[src/rtl/logical_tile_io_bank.sv]
// Configurable I/O bank: serial config chain with shadow commit and per-pad direction/inversion.
// Pads stay in the safe input state until a full word has been committed.
module logical_tile_io_bank #(
  parameter int unsigned NUM_PADS = 4
) (
  input  logic                prog_clk,
  input  logic                pReset,
  input  logic                IO_ISOL_N,
  input  logic                ccff_en,
  input  logic                ccff_head,
  output logic                ccff_tail,
  input  logic [NUM_PADS-1:0] gfpga_pad_EMBEDDED_IO_HD_SOC_IN,
  output logic [NUM_PADS-1:0] gfpga_pad_EMBEDDED_IO_HD_SOC_OUT,
  output logic [NUM_PADS-1:0] gfpga_pad_EMBEDDED_IO_HD_SOC_DIR,
  input  logic [NUM_PADS-1:0] io_outpad,
  output logic [NUM_PADS-1:0] io_inpad,
  output logic                cfg_valid,
  output logic                cfg_busy,
  output logic                cfg_done
);

  localparam int unsigned CfgBits = 2;
  localparam int unsigned Total   = CfgBits * NUM_PADS;
  localparam int unsigned CntW    = (Total > 1) ? $clog2(Total) : 1;

  typedef enum logic [1:0] {
    StUnconfig,
    StShift,
    StCommit,
    StActive
  } state_e;

  state_e            state_q, state_d;
  logic [Total-1:0]  shift_q, shift_d;
  logic [Total-1:0]  shadow_q, shadow_d;
  logic [CntW-1:0]   cnt_q, cnt_d;
  logic              valid_q, valid_d;
  logic              safe;

  always_comb begin
    state_d  = state_q;
    shift_d  = shift_q;
    shadow_d = shadow_q;
    cnt_d    = cnt_q;
    valid_d  = valid_q;

    // Shifting is independent of the FSM so a commit edge can also take the next word's first bit.
    if (ccff_en) begin
      shift_d = {shift_q[Total-2:0], ccff_head};
      cnt_d   = (cnt_q == CntW'(Total - 1)) ? '0 : cnt_q + CntW'(1);
    end

    unique case (state_q)
      StUnconfig: if (ccff_en) state_d = StShift;
      StShift:    if (ccff_en && (cnt_q == CntW'(Total - 1))) state_d = StCommit;
      StCommit: begin
        shadow_d = shift_q;
        valid_d  = 1'b1;
        state_d  = StActive;
      end
      StActive:   if (ccff_en) state_d = StShift;
      default:    state_d = StUnconfig;
    endcase
  end

  always_ff @(posedge prog_clk) begin
    if (pReset) begin
      state_q  <= StUnconfig;
      shift_q  <= '0;
      shadow_q <= '0;
      cnt_q    <= '0;
      valid_q  <= 1'b0;
    end else begin
      state_q  <= state_d;
      shift_q  <= shift_d;
      shadow_q <= shadow_d;
      cnt_q    <= cnt_d;
      valid_q  <= valid_d;
    end
  end

  assign ccff_tail = shift_q[Total-1];
  assign cfg_valid = valid_q;
  assign cfg_busy  = (state_q == StShift);
  assign cfg_done  = (state_q == StCommit);
  assign safe      = ~IO_ISOL_N | ~valid_q;

  // Even shadow bit is the output enable, odd bit the input inversion.
  always_comb begin
    gfpga_pad_EMBEDDED_IO_HD_SOC_DIR = '1;
    gfpga_pad_EMBEDDED_IO_HD_SOC_OUT = '0;
    io_inpad                         = '0;
    for (int k = 0; k < int'(NUM_PADS); k++) begin
      if (!safe) begin
        gfpga_pad_EMBEDDED_IO_HD_SOC_DIR[k] = ~shadow_q[2*k];
        gfpga_pad_EMBEDDED_IO_HD_SOC_OUT[k] = io_outpad[k] & shadow_q[2*k];
        io_inpad[k] = (gfpga_pad_EMBEDDED_IO_HD_SOC_IN[k] ^ shadow_q[2*k+1]) & ~shadow_q[2*k];
      end
    end
  end

endmodule
[config.mk]
export PLATFORM = sky130hd
export DESIGN_NAME = logical_tile_io_bank
export DESIGN_NICKNAME = d
export VERILOG_FILES = /design/src/rtl/logical_tile_io_bank.sv
export SDC_FILE = /design/constraint.sdc
export NUM_CORES = 1
export LEC_CHECK = 0
export BUFFER_PORTS_ARGS = -buffer_cell sky130_fd_sc_hd__buf_2
export CORE_ASPECT_RATIO = 0.6
export CORE_MARGIN = 4
export CORE_UTILIZATION = 40
export CTS_CLUSTER_DIAMETER = 80
export CTS_CLUSTER_SIZE = 20
export DETAILED_ROUTE_END_ITERATION = 8
export GPL_TIMING_DRIVEN = 0
export PLACE_DENSITY_LB_ADDON = 0.08
export SYNTH_ARGS = -nofsm -noshare
export SYNTH_HDL_FRONTEND = slang
export SYNTH_SLANG_ARGS = --single-unit
[constraint.sdc]
create_clock -name prog_clk -period 1.8 [get_ports prog_clk]
set_input_delay 0.54 -clock prog_clk [delete_from_list [all_inputs] [get_ports prog_clk]]
set_output_delay 0.54 -clock prog_clk [all_outputs]
set_load 0.005 [all_outputs]
After elaboration in Yosys (flattened, before gate mapping)
Index checks and enable logic that the tools add are counted.
{"block": "op_classes", "n_eq_ne": 6, "bitwise_logic": 19, "n_lt_le_gt_ge": 0, "n_shift": 0, "n_reduce_logical": 4, "add_sub_neg": 1, "mul": 0, "n_mux": 16, "n_div": 0}
{"op": "$mux W1", "n": 12}
{"op": "$and A1 B1 Y1", "n": 8}
{"op": "$not A1 Y1", "n": 6}
{"op": "$pmux W2 S3", "n": 1}
{"op": "$eq A2 B2 Y1 const B", "n": 2}
{"op": "$mux W2", "n": 2}
{"op": "$ne A2 B1 Y1 const B", "n": 2}
{"op": "$xor A1 B1 Y1", "n": 4}
{"op": "$add A3 B1 Y3 const B", "n": 1}
{"op": "$eq A3 B3 Y1 const B", "n": 1}
{"op": "$mux W3", "n": 1}
{"op": "$eq A2 B1 Y1 const B", "n": 1}
{"op": "$logic_not A2 Y1", "n": 1}
{"op": "$reduce_and A2 Y1", "n": 1}
{"op": "$reduce_or A2 Y1", "n": 1}
{"op": "$logic_and A1 B1 Y1", "n": 1}
{"op": "$or A1 B1 Y1", "n": 1}
{"block": "totals", "latchBits": 0, "wordCells": 51, "register_bits": 22, "out_inout_bits": 16, "mem_bits_rw": 0, "rom_bits": 0, "input_bits": 13, "n_memories": 0}

Depth between registers and ports, before layout
{"block": "logic_depth", "depth_word": 4, "ltp_mapped": 5, "ltp_nobuf": 5}

Worst setup path before layout
OpenSTA, ideal clock, no wires.
{"block": "synth_timing", "kind": "in2out", "startpoint": "input IO_ISOL_N", "endpoint": "output gfpga_pad_EMBEDDED_IO_HD_SOC_OUT[0]", "stages": 3, "path_buffers": 1, "setup_slack_ns": 0.242, "t_arrival_ns": 1.018, "t_required_ns": 1.260, "path_cell_list": "and2_1 clkbuf_1 and3_1"}
{"block": "synth_via", "elab_chain_cells": 3}
{"element": "start, declared", "line": "8", "text": "input logic IO_ISOL_N,"}
{"element": "$not A1 Y1", "line": "86", "text": "assign safe = ~IO_ISOL_N | ~valid_q;"}
{"element": "$or A1 B1 Y1", "line": "86"}
{"element": "$mux W1", "line": "94", "text": "if (!safe) begin"}
{"element": "end, declared", "line": "13", "text": "output logic [NUM_PADS-1:0] gfpga_pad_EMBEDDED_IO_HD_SOC_OUT,"}
Every way passes these cells.

Worst setup path in the final report
Same ends and word-level chain as after synthesis.

==> reports/results.ini <==
[min_path]
min_from=cfg_valid
hp-class=flip-flop to flip-flop
hold_depth=2
hold_end=cfg_valid

[die]
die_x_um=71.93
start_util=0.4370
dieArea_um2=3335
io_pins=29
rows=13
die_h_um=46.36
design.core.area_um2=2245

[cts]
htreeDepth=1
path_clk_slew_ns=0.08
cts_tree=built
clock_sinks=22
ctsHoldBuffers=0
cts_setup_buffers=0
clockBufferDepth=2
clkLatencyLatePin_ns=0.26
root_buffer=clkbuf_8
numCtsBuffers=3

[logic_synthesis]
synth.cell_area_um2=980.9
ys_top_cells_by_area=dfxtp_1 (45%), mux2i_1 (19%), nor2_1 (8.4%)
synth_edf_count=0
synth.top_cell.area_share=0.4490
synth_nets=121
ys_ff_latch=22
synth_area_leader_cell=dfxtp_1
ys_warn_count=0
netlist_instances=103
synthArstFlopShare=0
synthFlopType=dfxtp_1
avgSynthCellArea_um2=9.524
synth_seq_area_share=0.4490
synth_cell_types=20

[finish]
final-seq-area_um2=440.4
final_nets=152
multi_input_area_um2=499.2
fin_area_um2=1206
drive_gt1_frac=0.2632
num_antenna_cells=0
areaGrowthSynthToFinish_pct=22.96
layout_commonest_cell=buf_2
fin_util=0.5373
layout_common_cells=buf_2 (28), nor2_1 (22), dfxtp_1 (22), mux2i_1 (19), nand2_1 (7)
n_fill_cell=211

[critical_path]
crit_family=simple AND/OR/NAND/NOR gates
worstPathCellList=buf_2, and2_2, and3_1, buf_2
crit_arrival_ns=1.17
end_kind=output pin
rr_worst_depth=5
critPathSlowestCell=and2_2
reg2reg_from=cnt_q[0]
path_max_fanout=8
rrSetupSlack_ns=0.46
worstPathRequired_ns=1.26
cpMostUsedCell=buf_2
crit_path_start_kind=primary input
path_buf_inv=2
crit_type=primary input to output pin
reg2reg_to=state_q[0]
slowest_delay_ns=0.23

[global_routing]
grt_pass1_wl_mm=3.270
grt_util_all_layers=0.1293
grt_overflow=0
grt_start_max_net_pins=13
antenna_found_initial=0
grt_pass1_vias=713

[timing]
rsz0062_at_grt=no
tns_ns=0
setup_viol=0
fmax_mhz=583.3
period_needed_ns=1.714
finalMaxSlewViolations=0
skew_ns=0.004438
finalHoldViolations=0
fin_crit_sh=0.9524
worst_pin_slew_ns=0.4781
worst_slew_margin_rel=0.6813

[flow_run]
maxCapViolCount=0

[power_and_ir_drop]
p_leak_nw=0.5690
vdd_drop_max_uv=432.7
power.density_nw_per_um2=1042

[routing]
drtAntennaViolNets=0
vias_per_cell=4.687
wire_per_inst_um=11.99
drt-total-wl_mm=1.954
vias=764
drt_pass1_iterations=6
drc=0
drt_iter0_drc=12

[placement]
post_dp_cell_area_um2=1154
place_hpwl_mm=1.563
port_buffers=27
gp_congestion=0.7106

[status]
outcome=complete, no violations

## worst max-delay path by stage
stage	start	endpoint	slack (ns)	cells after the start
6_report	IO_ISOL_N	gfpga_pad_EMBEDDED_IO_HD_SOC_OUT[0]	0.09	4
3_3_place_gp	IO_ISOL_N	gfpga_pad_EMBEDDED_IO_HD_SOC_OUT[2]	-0.002	5
5_1_grt	IO_ISOL_N	gfpga_pad_EMBEDDED_IO_HD_SOC_OUT[3]	0.05	4
3_5_place_dp	IO_ISOL_N	gfpga_pad_EMBEDDED_IO_HD_SOC_OUT[0]	-0.02	5
2_1_floorplan	IO_ISOL_N	gfpga_pad_EMBEDDED_IO_HD_SOC_OUT[0]	0.24	3
4_1_cts	cfg_valid	gfpga_pad_EMBEDDED_IO_HD_SOC_OUT[0]	0.06	3
## area by class of cell
cell class | instances | area share
Multi-Input combinational cell | 73 | 0.4139
Sequential cell | 22 | 0.3651
Timing Repair Buffer | 27 | 0.1120
Clock buffer | 4 | 0.04564
Tap cell | 30 | 0.03112
Buffer | 5 | 0.02593
Inverter | 2 | 0.006224
## logic make-up after synthesis
family                     Yosys count  synth area share
and+or+nand+nor                     39            0.1697
DFF                                 22            0.4490
muxes                               19            0.1939
buffers and inverters                8           0.04337
AOI/OAI and AO/OA                    6           0.04464
adders and majority gates            5           0.06378
xor gates and xnor gates             4           0.03571
## flip-flops by register name, summed over array words and instances, names as in the netlist
name       count
cfg_valid      1
shadow_q       8
cnt_q          3
shift_q        8
state_q        2
## what timing repair did
| item | 4_1_cts | 5_1_grt |
|---|---|---|
| endpoints found under the hold margin | 0 | 0 |
| setup endpoints to repair | 4 | 4 |
| resized for setup | 0 | 1 |
## power by group
| part | internal [mW] | switching [mW] |
|---|---|---|
| sequential | 0.528 | 0.0288 |
| clock | 0.194 | 0.146 |
| combinational | 0.166 | 0.193 |
| total | 0.889 | 0.368 |
## per-layer routing
layer / GRT usage / wire [µm] / share of wire / vias up
met5: 0 / 0 / 0 / -
met4: 0.03371 / 0 / 0 / 0
met3: 0.04575 / 105 / 0.054 / 0
met2: 0.2007 / 882 / 0.45 / 14
met1: 0.1721 / 965 / 0.49 / 350
li1: - / - / - / 400
## Yosys cell counts, types with 2 or more instances
cell type / number
a21o_1: 2
and3_1: 4
clkbuf_1: 3
dfxtp_1: 22
ha_1: 5
inv_1: 2
mux2i_1: 19
nand2_1: 7
nor2_1: 22
nor3_1: 4
xnor2_1: 4
## worst register-to-register path: cells and delay by family, from the launching register on
family / cells / cell delay, ns
AO/OA/AOI/OAI: 2 / 0.34
adder cells (fa/ha/maj): 2 / 0.40
AND/OR/NAND/NOR: 1 / 0.19
flip-flops: 1 / 0.33
## metrics by stage
step	power (mW)	hold slack, ns	cells	worst slack, ns
final	1.257	0.4918	163	0.08573
after global routing	1.347	0.4906	163	0.05195
after CTS	1.272	0.4923	163	0.06270
after detailed placement	0.9324	0.4877	160	-0.02184
after global placement	0.9172	0.4766	160	-0.002003
after floorplan	0.8265	0.4646	103	0.2421
No activity file was read; power rests on OpenSTA's default activity.
